<file path="config.mk">
export PLATFORM = sky130hd
export DESIGN_NAME = proximity_alert_ctrl
export DESIGN_NICKNAME = d
export VERILOG_FILES = /design/src/rtl/proximity_alert_ctrl_pkg.sv /design/src/rtl/proximity_alert_ctrl_range_classifier.sv /design/src/rtl/proximity_alert_ctrl.sv
export SDC_FILE = /design/constraint.sdc
export NUM_CORES = 1
export LEC_CHECK = 0
export BUFFER_PORTS_ARGS = -buffer_cell sky130_fd_sc_hd__clkbuf_2
export CORE_UTILIZATION = 63
export CTS_CLUSTER_SIZE = 30
export DETAILED_ROUTE_END_ITERATION = 16
export PLACE_DENSITY = 0.89
export SLEW_MARGIN = 0
export SYNTH_ARGS = -nofsm -noshare
export SYNTH_HDL_FRONTEND = slang
export SYNTH_SLANG_ARGS = --single-unit
</file>
<file path="constraint.sdc">
create_clock -name clk_i -period 7.73 [get_ports clk_i]
set_input_delay 0.3865 -clock clk_i [delete_from_list [all_inputs] [get_ports clk_i]]
set_output_delay 0.3865 -clock clk_i [all_outputs]
set_load 0.005 [all_outputs]
</file>
<file path="src/rtl/proximity_alert_ctrl_pkg.sv">
// Shared types for the proximity alert controller: buzzer level codes and FSM states.
package proximity_alert_ctrl_pkg;

  // Level codes match the buzzer's 2-bit intensity input directly.
  typedef enum logic [1:0] {
    LvlDis = 2'b00,
    LvlLow = 2'b01,
    LvlMed = 2'b10,
    LvlHi  = 2'b11
  } level_e;

  typedef enum logic [1:0] {
    StDisarmed = 2'b00,
    StWait     = 2'b01,
    StTrack    = 2'b10,
    StStale    = 2'b11
  } state_e;

  // Confirmation counter width; covers CONFIRM_UP/CONFIRM_DN up to 15.
  localparam int unsigned CntW = 4;

  function automatic logic [CntW-1:0] sat_inc(input logic [CntW-1:0] v);
    return (&v) ? v : v + 1'b1;
  endfunction

endpackage

</file>
<file path="src/rtl/proximity_alert_ctrl_range_classifier.sv">
// Combinational distance-to-level classifier with hysteresis on the way down.
module range_classifier
  import proximity_alert_ctrl_pkg::*;
#(
  parameter int unsigned DW     = 16,
  parameter int unsigned TH_HI  = 20,
  parameter int unsigned TH_MED = 50,
  parameter int unsigned TH_LOW = 100,
  parameter int unsigned HYST   = 5
) (
  input  logic [DW-1:0] dist_i,
  input  level_e        level_i,
  output level_e        raw_o
);

  // One extra bit so threshold + HYST never wraps.
  localparam int unsigned W1 = DW + 1;

  localparam logic [W1-1:0] ThHi   = W1'(TH_HI);
  localparam logic [W1-1:0] ThMed  = W1'(TH_MED);
  localparam logic [W1-1:0] ThLow  = W1'(TH_LOW);
  localparam logic [W1-1:0] ThHiH  = W1'(TH_HI + HYST);
  localparam logic [W1-1:0] ThMedH = W1'(TH_MED + HYST);
  localparam logic [W1-1:0] ThLowH = W1'(TH_LOW + HYST);

  logic [W1-1:0] dist_x;
  logic [W1-1:0] drop_thr;
  level_e        cls;

  assign dist_x = {1'b0, dist_i};

  always_comb begin
    cls = LvlDis;
    if (dist_x < ThLow) cls = LvlLow;
    if (dist_x < ThMed) cls = LvlMed;
    if (dist_x < ThHi)  cls = LvlHi;
  end

  always_comb begin
    drop_thr = '0;
    unique case (level_i)
      LvlHi:   drop_thr = ThHiH;
      LvlMed:  drop_thr = ThMedH;
      LvlLow:  drop_thr = ThLowH;
      LvlDis:  drop_thr = '0;
      default: drop_thr = '0;
    endcase
  end

  always_comb begin
    raw_o = level_i;
    if (cls > level_i) begin
      raw_o = cls;
    end else if ((cls < level_i) && (dist_x >= drop_thr)) begin
      raw_o = cls;
    end
  end

endmodule

</file>
<file path="src/rtl/proximity_alert_ctrl.sv">
// Buzzer alert sequencer: confirms classified range samples into a committed level and
// handles arm/mute control and stale-data timeout.
module proximity_alert_ctrl
  import proximity_alert_ctrl_pkg::*;
#(
  parameter int unsigned DW         = 16,
  parameter int unsigned TH_HI      = 20,
  parameter int unsigned TH_MED     = 50,
  parameter int unsigned TH_LOW     = 100,
  parameter int unsigned HYST       = 5,
  parameter int unsigned CONFIRM_UP = 1,
  parameter int unsigned CONFIRM_DN = 3,
  parameter int unsigned TIMEOUT    = 1000000,
  parameter int unsigned TW         = 20
) (
  input  logic          clk_i,
  input  logic          rst_ni,
  input  logic [DW-1:0] dist_i,
  input  logic          dist_valid_i,
  input  logic          arm_i,
  input  logic          mute_i,
  output logic          buzz_state_o,
  output logic [1:0]    buzz_en_o,
  output logic          level_chg_o,
  output logic          stale_o
);

  localparam logic [CntW-1:0] ConfUp = CntW'(CONFIRM_UP);
  localparam logic [CntW-1:0] ConfDn = CntW'(CONFIRM_DN);
  localparam logic [TW-1:0]   TmoLast = TW'(TIMEOUT - 1);

  state_e          state_q, state_d;
  level_e          level_q, level_d;
  level_e          cand_q, cand_d;
  logic [CntW-1:0] cnt_q, cnt_d;
  logic [TW-1:0]   tmo_q, tmo_d;
  logic            stale_q, stale_d;
  logic            chg_q, chg_d;
  logic            buzz_q, buzz_d;

  logic            accept;
  level_e          raw;

  // Result of processing the current sample against the committed level.
  level_e          trk_level;
  level_e          trk_cand;
  logic [CntW-1:0] trk_cnt;
  logic [CntW-1:0] cnt_nxt;
  logic [CntW-1:0] need;
  logic            trk_chg;

  // A zero distance is an echo error and is treated as no sample at all.
  assign accept = dist_valid_i && (dist_i != '0);

  range_classifier #(
    .DW     (DW),
    .TH_HI  (TH_HI),
    .TH_MED (TH_MED),
    .TH_LOW (TH_LOW),
    .HYST   (HYST)
  ) u_range_classifier (
    .dist_i  (dist_i),
    .level_i (level_q),
    .raw_o   (raw)
  );

  always_comb begin
    trk_level = level_q;
    trk_cand  = cand_q;
    trk_cnt   = cnt_q;
    trk_chg   = 1'b0;
    cnt_nxt   = '0;
    need      = ConfDn;
    if (raw == level_q) begin
      trk_cand = level_q;
      trk_cnt  = '0;
    end else begin
      cnt_nxt  = (raw == cand_q) ? sat_inc(cnt_q) : CntW'(1);
      need     = (raw > level_q) ? ConfUp : ConfDn;
      trk_cand = raw;
      trk_cnt  = cnt_nxt;
      if (cnt_nxt >= need) begin
        trk_level = raw;
        trk_cnt   = '0;
        trk_chg   = 1'b1;
      end
    end
  end

  always_comb begin
    state_d = state_q;
    level_d = level_q;
    cand_d  = cand_q;
    cnt_d   = cnt_q;
    tmo_d   = tmo_q;
    stale_d = stale_q;
    chg_d   = 1'b0;

    if (!arm_i) begin
      // Disarm wins over any sample or timeout in the same cycle.
      state_d = StDisarmed;
      level_d = LvlDis;
      cand_d  = LvlDis;
      cnt_d   = '0;
      tmo_d   = '0;
      stale_d = 1'b0;
      chg_d   = (level_q != LvlDis);
    end else begin
      unique case (state_q)
        StDisarmed: begin
          state_d = StWait;
          tmo_d   = '0;
        end
        StWait, StTrack: begin
          if (accept) begin
            state_d = StTrack;
            level_d = trk_level;
            cand_d  = trk_cand;
            cnt_d   = trk_cnt;
            chg_d   = trk_chg;
            tmo_d   = '0;
          end else if (tmo_q >= TmoLast) begin
            state_d = StStale;
            level_d = LvlDis;
            cand_d  = LvlDis;
            cnt_d   = '0;
            tmo_d   = '0;
            stale_d = 1'b1;
            chg_d   = (level_q != LvlDis);
          end else begin
            tmo_d = tmo_q + 1'b1;
          end
        end
        StStale: begin
          if (accept) begin
            state_d = StTrack;
            stale_d = 1'b0;
            level_d = trk_level;
            cand_d  = trk_cand;
            cnt_d   = trk_cnt;
            chg_d   = trk_chg;
            tmo_d   = '0;
          end
        end
        default: state_d = StDisarmed;
      endcase
    end

    buzz_d = arm_i && !mute_i && !stale_d && (level_d != LvlDis);
  end

  always_ff @(posedge clk_i or negedge rst_ni) begin
    if (!rst_ni) begin
      state_q <= StDisarmed;
      level_q <= LvlDis;
      cand_q  <= LvlDis;
      cnt_q   <= '0;
      tmo_q   <= '0;
      stale_q <= 1'b0;
      chg_q   <= 1'b0;
      buzz_q  <= 1'b0;
    end else begin
      state_q <= state_d;
      level_q <= level_d;
      cand_q  <= cand_d;
      cnt_q   <= cnt_d;
      tmo_q   <= tmo_d;
      stale_q <= stale_d;
      chg_q   <= chg_d;
      buzz_q  <= buzz_d;
    end
  end

  assign buzz_en_o    = level_q;
  assign buzz_state_o = buzz_q;
  assign level_chg_o  = chg_q;
  assign stale_o      = stale_q;

endmodule

</file>
==> reports/results.ini <==
[outcome]
outcome=complete, no violations

[sta]
slew_headroom=0.3169
tightest_slew_ns=1.021
final-max-slew-violation-count=0
worst_case_clock_skew_ns=0.004778
hold_viol=0
final_worst_path_period_share=0.6207
tns_ns=0
period_minus_slack_ns=4.798
finalWorstSetupSlack_ns=2.932
number_of_failing_setup_endpoints_in_the_final_timing_report=0
max_freq_mhz=208.4
rsz0062_at_grt=false
hold_ws_ns=0.1760

[global_routing]
grt_pass1_wl_um=9011
grt_pass1_vias=2032
overflow=0
antenna_found_initial=0
grt_start_max_net_pins=34
grt_use_total=0.2917

[floorplanning]
floorplan.die.height_um=63.04
coreArea_um2=3442
die_w_um=63.04
floorplan.initialDensity=0.6819
boundaryPins=26
design.die.area_um2=3974
rows=21

[logic_synthesis]
syn-num-nets=313
synth-seq-area-share=0.3518
synth-simple-area-share=0.2585
post_synthesis_cell_area_um2=2347
synth-adder-area-share=0.1119
avgSynthCellArea_um2=8.661
synth_top_family_by_area=simple AND/OR/NAND/NOR gates
synthMuxAreaShare=0.01279
synth-main-ff-cell=sky130_fd_sc_hd__dfrtp_1
post_synth_num_cell_types=49
asyncSetResetFlopFracSynth=1.000
yosys_warnings=0
synthesis.instances=271
postSynthRegisterBits=33
post_synthesis_xor_xnor_area_fraction=0.03358
synth-edff-count=0
synth_compound_area_frac=0.2026

[placement]
place.detailed.instances=340
place_congestion=0.8498
placement.setup.worst_slack_ns=2.741
port-buffer-count=25
sum_of_net_half_perimeters_after_detailed_placement_um=3946

[cts]
cts_buffer_depth=2
clk_latency_ns=0.28
post_cts_resized=0
clock_tree.root_cell=sky130_fd_sc_hd__clkbuf_8
number_of_clock_sinks_seen_by_cts=33
cts_max_level=2
cts_hold_repair.buffers=0
tritoncts.num_buffers=5
clkSlewWorstSetupHoldPaths_ns=0.06
cts_setup_buffers=0
cts_tree=done

[detailed_routing]
detail_route.drc_violations=0
wl_per_cell_um=15.23
finalWirelength_um=5271
drt-initial-drc-count=162
postRouteAntennaNets=0
routed_via_density=6.194
routed_via_count=2143
detail_route.first_pass.iterations=4

[worst_setup_path]
worst_path_dominant_cell_family=compound AO/OA/AOI/OAI gates
r2r_setup_slack_ns=3.14
cp_data_required_time_ns=7.90
timing.critical_path.to_type=flip-flop
cp_cell_sequence=clkbuf_2 > nor4_2 > nand3_2 > a311oi_2 > ha_1 > and2_1 > a221oi_1 > a21oi_1 > a21oi_1 > nor2_1 > ha_1 > nor2b_1 > nor2_1 > ha_1 > a2111oi_4 > o32a_2 > nor2_2 > a22o_1 > a221o_1
critical_path.slowest_cell=sky130_fd_sc_hd__a311oi_2
worst-endpoint-arrival_ns=4.97
setup.worst_path.class=in2reg
timing.critical_path.slowest_cell_delay_ns=0.52
startpoint_class_of_the_critical_path=input pin
cp.buffers_inverters=1
critPathMaxFanout=6
r2r-start=buzz_en_o[1]
worstReg2RegEnd=level_chg_o
rr_worst_depth=18
crit_path_frequent_cell=sky130_fd_sc_hd__ha_1

[cells_and_area]
layout-drive-gt1-share=0.1467
final_cell_count_no_fill=346
fin_nets=343
multi_input_area_um2=1454
ff_latch_area_um2=825.8
num_antenna_cells=0
areaGrowthSynthToFinish_pct=10.61
final.fill_count=274

[power_and_ir_drop]
power.total_w=0.0004018
p_leak_nw=1.160
vdd_ir_drop_max_mv=0.1874
p_per_area_nw_per_um2=154.8

[job]
timing.max_cap.violations=0

[worst_hold_path]
holdCritPathClass=in2async

==> cell type report <==
cell class / instances / share of cell area
Clock buffer: 5 / 0.02651
Clock inverter: 1 / 0.001928
Inverter: 16 / 0.02313
Multi-Input combinational cell: 220 / 0.5600
Sequential cell: 33 / 0.3181
Tap cell: 46 / 0.02217
Timing Repair Buffer: 25 / 0.04819
==> where the power goes <==
part / switching, W / total, W / internal [W]
Sequential: 0.00000649 / 0.000186 / 0.000179
Combinational: 0.0000688 / 0.0000982 / 0.0000295
Clock: 0.0000587 / 0.000118 / 0.0000591
==> through the flow <==
stage          cell area, µm²    util
6_report                 2596  0.7543
5_1_grt                  2596  0.7543
4_1_cts                  2596  0.7543
3_3_place_gp             2522  0.7328
2_1_floorplan            2347       -
3_5_place_dp             2522  0.7328
==> Yosys cell counts (all sizes together), types with 2 or more instances <==
| cell | number | area, µm² |
|---|---|---|
| clkbuf | 2 | 7.510 |
| nand2 | 25 | 93.84 |
| xor2 | 7 | 61.31 |
| nand3 | 11 | 60.06 |
| o211ai | 3 | 36.28 |
| inv | 16 | 60.06 |
| a21o | 2 | 15.01 |
| mux2i | 3 | 30.03 |
| dfrtp | 33 | 825.8 |
| xnor2 | 2 | 17.52 |
| or3 | 10 | 72.57 |
| a221o | 2 | 20.02 |
| nor2b | 5 | 31.28 |
| nor3 | 11 | 60.06 |
| a41oi | 2 | 25.03 |
| nand4 | 5 | 31.28 |
| o21ai | 24 | 120.1 |
| o41ai | 2 | 17.52 |
| a31oi | 3 | 18.77 |
| and2 | 5 | 31.28 |
| nor2 | 35 | 133.9 |
| nor4 | 4 | 31.28 |
| a21oi | 15 | 75.07 |
| a22o | 2 | 17.52 |
| ha | 21 | 262.8 |
| a22oi | 2 | 15.01 |
| and3 | 5 | 31.28 |
==> worst max path at each step <==
| stage | slack (ns) | cells past startpoint | startpoint | to |
|---|---|---|---|---|
| after floorplan | 3.30 | 18 | dist_i[15] | level_chg_o |
| after detailed placement | 2.74 | 19 | dist_i[15] | level_chg_o |
| after global placement | 2.98 | 19 | dist_i[15] | level_chg_o |
| final | 2.93 | 19 | dist_i[15] | level_chg_o |
| after CTS | 3.03 | 19 | dist_i[15] | level_chg_o |
| after global routing | 2.62 | 19 | dist_i[15] | level_chg_o |
==> registers in the layout, summed over array words and instances, names as in the netlist <==
register / cells
tmo_q: 20
stale_o: 1
buzz_state_o: 1
state_q: 2
cnt_q: 4
cand_q: 2
buzz_en_o: 2
level_chg_o: 1
==> layer usage <==
layer / up-vias / global-route usage / wire length (µm) / part of all wire
met2: 67 / 0.4798 / 2550 / 0.48
met3: 13 / 0.05109 / 259 / 0.049
met5: - / 0 / 0 / 0
met4: 0 / 0.09012 / 74 / 0.014
met1: 1013 / 0.3887 / 2387 / 0.45
li1: 1050 / - / - / -
==> cells in the final DEF, fill, tap and decap left out, types with 5 or more instances in the layout <==
cell type / Yosys / final
sky130_fd_sc_hd__nand4_1: 5 / 5
sky130_fd_sc_hd__dfrtp_1: 33 / 33
sky130_fd_sc_hd__ha_1: 21 / 21
sky130_fd_sc_hd__o21ai_0: 21 / 21
sky130_fd_sc_hd__inv_1: 16 / 16
sky130_fd_sc_hd__nor2_1: 34 / 34
sky130_fd_sc_hd__nor2b_1: 5 / 5
sky130_fd_sc_hd__or3_1: 8 / 8
sky130_fd_sc_hd__and2_1: 5 / 5
sky130_fd_sc_hd__nand3_1: 10 / 10
sky130_fd_sc_hd__nor3_1: 10 / 10
sky130_fd_sc_hd__a21oi_1: 15 / 15
sky130_fd_sc_hd__clkbuf_2: 0 / 25
sky130_fd_sc_hd__and3_1: 5 / 5
sky130_fd_sc_hd__xor2_1: 7 / 7
sky130_fd_sc_hd__nand2_1: 25 / 25
sky130_fd_sc_hd__clkbuf_8: 0 / 5
==> worst register-to-register path, stage by stage, from the launching register on <==
cell                        delay (ns)
sky130_fd_sc_hd__dfrtp_1          0.54
sky130_fd_sc_hd__inv_1            0.23
sky130_fd_sc_hd__ha_1             0.32
sky130_fd_sc_hd__inv_1            0.04
sky130_fd_sc_hd__ha_1             0.30
sky130_fd_sc_hd__nand3_1          0.10
sky130_fd_sc_hd__a221oi_1         0.35
sky130_fd_sc_hd__a21oi_1          0.14
sky130_fd_sc_hd__a21oi_1          0.27
sky130_fd_sc_hd__nor2_1           0.12
sky130_fd_sc_hd__ha_1             0.31
sky130_fd_sc_hd__nor2b_1          0.35
sky130_fd_sc_hd__nor2_1           0.10
sky130_fd_sc_hd__ha_1             0.23
sky130_fd_sc_hd__a2111oi_4        0.31
sky130_fd_sc_hd__o32a_2           0.24
sky130_fd_sc_hd__nor2_2           0.05
sky130_fd_sc_hd__a22o_1           0.22
sky130_fd_sc_hd__a221o_1          0.28
==> logic make-up after synthesis <==
family | after synthesis
compound gates | 67
xor+xnor | 9
simple gates | 120
flops | 33
fa+ha+maj | 21
mux | 3
buf+inv | 18
(Power assumes the default switching activity.)
